<file path="src/rtl/uart_mmio.sv">
// uart_mmio: memory-mapped UART responder on the data-SRAM-style bus.
// A 16-byte window at BASE_ADDR holds two registers:
//   0x0 DATA   - a store pushes a TX byte; a load returns the received byte or 8'hff
//   0x8 STATUS - {tx_count[14:8], tx_overflow, tx_empty, tx_full, rx_valid}
// TX bytes go through a circular FIFO and a drain FSM onto io_uart_out_*.
// Optional feature macro: UART_MMIO_RX_EN compiles the polled RX path.
// Without it, DATA loads return 8'hff and io_uart_in_valid is tied low.
module uart_mmio #(
  parameter logic [63:0] BASE_ADDR  = 64'h0000_0000_1000_0000,
  parameter int          FIFO_DEPTH = 8,
  parameter int          TX_GAP     = 0,
  parameter int          RX_POLL    = 4
) (
  input  logic        clk,
  input  logic        reset,
  input  logic        en,
  input  logic [7:0]  we,
  input  logic [63:0] addr,
  input  logic [63:0] wdata,
  output logic [63:0] rdata,
  output logic        hit,
  output logic        io_uart_out_valid,
  output logic [7:0]  io_uart_out_ch,
  output logic        io_uart_in_valid,
  input  logic [7:0]  io_uart_in_ch
);

  localparam int AW = $clog2(FIFO_DEPTH);
  localparam int CW = AW + 1;
  localparam int GW = (TX_GAP > 1) ? $clog2(TX_GAP) : 1;
  localparam logic [CW-1:0] DEPTH_C    = CW'(FIFO_DEPTH);
  localparam logic [GW-1:0] GAP_RELOAD = GW'((TX_GAP > 0) ? (TX_GAP - 1) : 0);

  typedef enum logic [1:0] {
    ST_IDLE,
    ST_SEND,
    ST_GAP
  } tx_state_e;

  // ---------------------------------------------------------------------------
  // Address decode. The unsigned subtraction wraps addresses below the base
  // to huge offsets, so a single upper-bits check covers both window edges.
  // ---------------------------------------------------------------------------
  logic [63:0] offset;
  logic        sel_status;
  logic        bus_wr;
  logic        bus_rd;
  logic        push_req;
  logic        status_rd;
  logic        unused_bits;

  assign offset     = addr - BASE_ADDR;
  assign hit        = en && (offset[63:4] == 60'd0);
  assign sel_status = offset[3];
  assign bus_wr     = hit && (we != 8'd0);
  assign bus_rd     = hit && (we == 8'd0);
  assign push_req   = bus_wr && !sel_status && we[0];
  assign status_rd  = bus_rd && sel_status;

  // ---------------------------------------------------------------------------
  // TX FIFO
  // ---------------------------------------------------------------------------
  logic [7:0]    fifo_mem [FIFO_DEPTH];
  logic [AW-1:0] wr_ptr_q, wr_ptr_d;
  logic [AW-1:0] rd_ptr_q, rd_ptr_d;
  logic [CW-1:0] count_q, count_d;
  logic          ovf_q, ovf_d;
  logic          tx_full;
  logic          tx_empty;
  logic          tx_pop;
  logic          push_ok;

  // Pointer/count bookkeeping; a full FIFO still accepts a push when the drain pops.
  always_comb begin
    tx_full  = (count_q == DEPTH_C);
    tx_empty = (count_q == '0);
    push_ok  = push_req && (!tx_full || tx_pop);
    wr_ptr_d = wr_ptr_q;
    rd_ptr_d = rd_ptr_q;
    count_d  = count_q;
    ovf_d    = ovf_q;
    if (push_ok) begin
      wr_ptr_d = wr_ptr_q + 1'b1;
    end
    if (tx_pop) begin
      rd_ptr_d = rd_ptr_q + 1'b1;
    end
    case ({push_ok, tx_pop})
      2'b10:   count_d = count_q + 1'b1;
      2'b01:   count_d = count_q - 1'b1;
      default: count_d = count_q;
    endcase
    // A dropped byte wins over the read-to-clear of the sticky flag.
    if (push_req && !push_ok) begin
      ovf_d = 1'b1;
    end else if (status_rd) begin
      ovf_d = 1'b0;
    end
  end

  // FIFO storage: no reset needed, occupancy is tracked by the pointers.
  always_ff @(posedge clk) begin
    if (push_ok) begin
      fifo_mem[wr_ptr_q] <= wdata[7:0];
    end
  end

  // FIFO pointer, count and overflow registers.
  always_ff @(posedge clk) begin
    if (reset) begin
      wr_ptr_q <= '0;
      rd_ptr_q <= '0;
      count_q  <= '0;
      ovf_q    <= 1'b0;
    end else begin
      wr_ptr_q <= wr_ptr_d;
      rd_ptr_q <= rd_ptr_d;
      count_q  <= count_d;
      ovf_q    <= ovf_d;
    end
  end

  // ---------------------------------------------------------------------------
  // TX drain FSM. The pop is decided on the transition into SEND so that the
  // registered strobe is high exactly during the SEND cycle; the count seen
  // while in SEND is therefore already the post-pop count.
  // ---------------------------------------------------------------------------
  tx_state_e     state_q, state_d;
  logic [GW-1:0] gap_cnt_q, gap_cnt_d;
  logic          out_valid_q, out_valid_d;
  logic [7:0]    out_ch_q, out_ch_d;

  // Next-state, pop decision and registered character output.
  always_comb begin
    state_d   = state_q;
    gap_cnt_d = gap_cnt_q;
    tx_pop    = 1'b0;
    case (state_q)
      ST_IDLE: begin
        if (!tx_empty) begin
          state_d = ST_SEND;
          tx_pop  = 1'b1;
        end
      end
      ST_SEND: begin
        if (TX_GAP > 0) begin
          state_d   = ST_GAP;
          gap_cnt_d = GAP_RELOAD;
        end else if (!tx_empty) begin
          state_d = ST_SEND;
          tx_pop  = 1'b1;
        end else begin
          state_d = ST_IDLE;
        end
      end
      ST_GAP: begin
        if (gap_cnt_q != '0) begin
          gap_cnt_d = gap_cnt_q - 1'b1;
        end else if (!tx_empty) begin
          state_d = ST_SEND;
          tx_pop  = 1'b1;
        end else begin
          state_d = ST_IDLE;
        end
      end
      default: state_d = ST_IDLE;
    endcase
    out_valid_d = tx_pop;
    out_ch_d    = tx_pop ? fifo_mem[rd_ptr_q] : out_ch_q;
  end

  // FSM state and output registers.
  always_ff @(posedge clk) begin
    if (reset) begin
      state_q     <= ST_IDLE;
      gap_cnt_q   <= '0;
      out_valid_q <= 1'b0;
      out_ch_q    <= 8'd0;
    end else begin
      state_q     <= state_d;
      gap_cnt_q   <= gap_cnt_d;
      out_valid_q <= out_valid_d;
      out_ch_q    <= out_ch_d;
    end
  end

  assign io_uart_out_valid = out_valid_q;
  assign io_uart_out_ch    = out_ch_q;

  // ---------------------------------------------------------------------------
  // RX path
  // ---------------------------------------------------------------------------
  logic        rx_valid;
  logic [63:0] data_word;

`ifdef UART_MMIO_RX_EN
  localparam int PW = (RX_POLL > 1) ? $clog2(RX_POLL) : 1;
  localparam logic [PW-1:0] POLL_RELOAD = PW'(RX_POLL - 1);

  logic          rx_valid_q, rx_valid_d;
  logic [7:0]    rx_hold_q, rx_hold_d;
  logic [PW-1:0] poll_cnt_q, poll_cnt_d;
  logic          in_valid_q, in_valid_d;
  logic          rx_capture;

  // Poll scheduling: the counter sits at its reload value while a character
  // is held (or being captured), so no poll is ever issued with rx_valid set,
  // and a DATA read that clears rx_valid restarts a full poll interval.
  always_comb begin
    rx_capture = in_valid_q && (io_uart_in_ch != 8'hff);
    rx_valid_d = rx_valid_q;
    rx_hold_d  = rx_hold_q;
    poll_cnt_d = poll_cnt_q;
    in_valid_d = 1'b0;
    if (rx_capture) begin
      rx_valid_d = 1'b1;
      rx_hold_d  = io_uart_in_ch;
    end else if (bus_rd && !sel_status && rx_valid_q) begin
      rx_valid_d = 1'b0;
    end
    if (rx_valid_q || rx_capture) begin
      poll_cnt_d = POLL_RELOAD;
    end else if (poll_cnt_q == '0) begin
      in_valid_d = 1'b1;
      poll_cnt_d = POLL_RELOAD;
    end else begin
      poll_cnt_d = poll_cnt_q - 1'b1;
    end
  end

  // RX holding register, poll counter and registered poll strobe.
  always_ff @(posedge clk) begin
    if (reset) begin
      rx_valid_q <= 1'b0;
      rx_hold_q  <= 8'd0;
      poll_cnt_q <= POLL_RELOAD;
      in_valid_q <= 1'b0;
    end else begin
      rx_valid_q <= rx_valid_d;
      rx_hold_q  <= rx_hold_d;
      poll_cnt_q <= poll_cnt_d;
      in_valid_q <= in_valid_d;
    end
  end

  assign io_uart_in_valid = in_valid_q;
  assign rx_valid         = rx_valid_q;
  assign data_word        = rx_valid_q ? {56'd0, rx_hold_q} : 64'h0000_0000_0000_00ff;
  // Bus bits this responder does not decode.
  assign unused_bits      = ^{offset[2:0], wdata[63:8]};
`else
  assign io_uart_in_valid = 1'b0;
  assign rx_valid         = 1'b0;
  assign data_word        = 64'h0000_0000_0000_00ff;
  // Bus bits this responder does not decode, plus the idle RX input.
  assign unused_bits      = ^{offset[2:0], wdata[63:8], io_uart_in_ch};
`endif

  // ---------------------------------------------------------------------------
  // Read data. STATUS reports the state before this cycle's updates.
  // ---------------------------------------------------------------------------
  logic [63:0] status_word;
  logic [63:0] rdata_q, rdata_d;

  assign status_word = {49'd0, 7'(count_q), 4'd0, ovf_q, tx_empty, tx_full, rx_valid};

  // Load mux; accesses outside the window leave rdata untouched.
  always_comb begin
    rdata_d = rdata_q;
    if (bus_rd) begin
      rdata_d = sel_status ? status_word : data_word;
    end
  end

  // Registered read data, valid the cycle after the access.
  always_ff @(posedge clk) begin
    if (reset) begin
      rdata_q <= 64'd0;
    end else begin
      rdata_q <= rdata_d;
    end
  end

  assign rdata = rdata_q;

endmodule
</file>
<file path="config.mk">
export PLATFORM = sky130hd
export DESIGN_NAME = uart_mmio
export DESIGN_NICKNAME = d
export VERILOG_FILES = /design/src/rtl/uart_mmio.sv
export SDC_FILE = /design/constraint.sdc
export NUM_CORES = 1
export LEC_CHECK = 0
export ABC_AREA = 1
export CAP_MARGIN = 20
export CORE_MARGIN = 2
export CORE_UTILIZATION = 40
export DETAILED_ROUTE_END_ITERATION = 10
export PLACE_DENSITY_LB_ADDON = 0.3
export SLEW_MARGIN = 10
export SYNTH_ARGS = -nofsm -noshare
export SYNTH_HDL_FRONTEND = slang
export SYNTH_SLANG_ARGS = --single-unit
</file>
<file path="constraint.sdc">
create_clock -name clk -period 7.85 [get_ports clk]
set_input_delay 0.785 -clock clk [delete_from_list [all_inputs] [get_ports clk]]
set_output_delay 0.785 -clock clk [all_outputs]
set_load 0.01 [all_outputs]
</file>
==> run summary <==
Hold slack: 0.452 ns
Io pins: 222
Synth cell count leaders: nor2_1 (152), nand2_1 (142), edfxtp_1 (64)
Most used cell, CP: nand2_1
Fin Setup TNS: 0 ns
Synth Area in Adders: 1.28%
Main combinational cell family by area after synthesis: simple AND/OR/NAND/NOR gates
Synth unique cells: 33
Die area: 14600 µm²
RR Endpoint: count_q[3]
Ys flop type: edfxtp_1
Post-CTS sizing: 0
Max-Cap Viols: 0
DR iter-0 viols: 404
Hold path startpoint: ovf_q
Fin. max-slew vios: 0
P&R area growth vs syn: 24.1%
Setup CP Type: in -> out
Hold buffers post-CTS: 0
Worst Reg2Reg Path Length in Cells: 15
RSZ-0062 raised after global routing: no
Compound-cell area share of the yosys netlist: 9.49%
Ant diodes: 0
Area leader, netlist: edfxtp_1
Met3 global-route usage: 2.22%
FMAX: 0.235 GHz
Syn Area/Cell: 7.70 µm²
Router iterations before antenna repair: 5
NumNets Final: 961
Crit path DAT: 3.46 ns
Mapped Area: 5460 µm²
Cts bufs inserted: 9
Max incr delay on CP: 0.57 ns
Yosys top cell area share: 35.2%
Met2 Use GR: 29.2%
Post-Synth XOR/XNOR Area: 0%
Vias in the first global route: 4367
Cell count after synthesis: 709
CTS Root Buffer Type: clkbuf_16
CTS Sinks: 92
Setup Fix Bufs, Post-CTS: 0
Initial antenna violation count: 0
Initial core utilization: 41.0%
Pwr dens: 224 nW/µm²
Crit-path max FO: 9
Clk buf depth: 2
Total gr overflow: 0
Worst hold stages: 2
# rows: 42
Worst ir drop on vdd: 127 µV
Rel. slew slack: 38.0%
Hold EP: ovf_q
Vias/cell: 4.85
First-pass GRT wire length: 21000 µm
Flop2flop setup slack: 4.92 ns
Post-detail-place hpwl: 9740 µm
Synth Area in Simple Gates: 30.8%
Period utilization: 54.1%
Largest net degree at the start of global routing: 37
Post-synth EDFFs: 64
Yosys warnings: 0
Top-count cell post-synth: nor2_1
WL final: 13000 µm
Outcome: completed
Critical path capture point type: output pin
Fin util: 50.9%
Fillcell total: 1289
Fin crit period: 4.25 ns
Top Usage Layer GRT: met2
Clock transition at path regs: 0.07 ns
Critical Path RT: 7.07 ns
Final clock skew: 0.0107 ns
Die width: 121 µm
Mux contribution to synthesized area: 0%
DR vias: 4805
GRT Total Usage: 18.1%
Worst setup SP type: primary input
Grt met1 use: 25.7%
Die Y: 121 µm
Clock latency on the worst-skew pair: 0.34 ns
H-tree levels: 3
Hold Fails Final Rpt: 0
CTS tree: done
Post-route ant nets: 0
Crit path max-delay cell type: clkdlybuf4s50_1
Placer Congestion: 0.933
Synthesized flop and latch total: 92
Synth async-reset ratio: 0%
Crit-path cells: clkdlybuf4s50_1 -> nor2_1 -> nand2_1 -> nor2_8 -> nand2_2 -> inv_1 -> nand2_1 -> nand2_1 -> nand2_1 -> nor2_1 -> nand3_1 -> nor2_1 -> nand2_1 -> nor2_8 -> clkdlybuf4s50_1
Share of cells above drive strength 1: 5.53%
DRC: 0
HP Class: reg -> reg
Core Area: 13300 µm²
RR Startpoint: count_q[1]
Setup-failing EPs final: 0
Leakage Power: 2.65 nW
Slew @ Worst Pin: 0.929 ns
Synth top area cells: edfxtp_1 (35%), nor2_1 (10%), dfxtp_1 (10%)
Routed WL per cell: 13.2 µm
Port Buf Inserts: 101
Sequential area share after synthesis: 45.5%
-- power breakdown --
group,switching [mW],internal [mW]
Sequential,0.0345,0.558
Clock,0.203,0.226
Combinational,0.301,0.196
-- cell families after synthesis --
kind of cell	Yosys count
other	1
buffers and inverters	130
DFF	92
AOI/OAI and AO/OA	93
adders and majority gates	5
and+or+nand+nor	388
-- layer usage --
layer  routed length, µm  vias up  part of all wire [%]
met5                   0        -                     0
met3                 824        9                   6.3
met1                6160     2154                    47
li1                    -     2460                     -
met2                5930      182                    45
met4                 120        0                  0.92
-- registers in the layout (all words and copies together) (netlist names) --
name	flops
wr_ptr_q	3
rdata	8
io_uart_out_ch	8
ovf_q	1
io_uart_out_valid	1
fifo_mem	64
count_q	4
rd_ptr_q	3
-- worst max path at each step --
| stage | from | endpoint | slack [ns] | cells after the start |
|---|---|---|---|---|
| finish | addr[33] | hit | 3.60 | 15 |
| global route | addr[35] | hit | 3.37 | 13 |
| CTS | addr[33] | hit | 3.63 | 15 |
| detailed placement | addr[33] | count_q[3] | 3.55 | 22 |
| global placement | addr[33] | count_q[3] | 3.59 | 24 |
| floorplan | addr[31] | count_q[3] | 4.63 | 21 |
-- per-stage QoR --
step           power [mW]  instance area (µm²)  worst slack [ns]  std cells
6_report             1.52                 6770              3.60        990
2_1_floorplan       0.926                 5650              4.63        761
4_1_cts              1.52                 6770              3.63        990
5_1_grt              1.62                 6770              3.37        990
3_5_place_dp         1.10                 6470              3.55        974
3_3_place_gp         1.09                 6470              3.59        974
-- cell usage in the layout (no fill, tap or decap), types with 6 or more instances in the layout --
cell	synthesis	layout
nand2_1	142	142
edfxtp_1	64	64
nand4_1	16	16
nand3_1	42	42
nor3_1	10	7
inv_1	56	56
o21ai_1	6	6
o21ai_0	53	53
clkbuf_16	0	9
nand2_2	6	6
nor2_2	6	6
buf_4	57	6
a21oi_1	13	13
clkdlybuf4s50_1	0	101
o221ai_1	8	8
dfxtp_1	28	28
nor2_1	152	152
conb_1	1	53
o22ai_1	8	8
-- worst max-delay path, delay by kind of cell --
kind / cells / cell delay [ns]
simple gates: 12 / 1.55
buf+inv: 3 / 1.13
-- final cells by class --
class / instances / area (µm²) / area share (%)
sequential: 92 / 2480 / 36.7
multi-input combinational: 539 / 2480 / 36.7
timing repair buffer: 107 / 1060 / 15.6
clock buffer: 9 / 225 / 3.33
inverter: 60 / 225 / 3.33
tap: 176 / 220 / 3.25
clock inverter: 7 / 78.8 / 1.16
No activity file was read; power rests on OpenSTA's default activity.
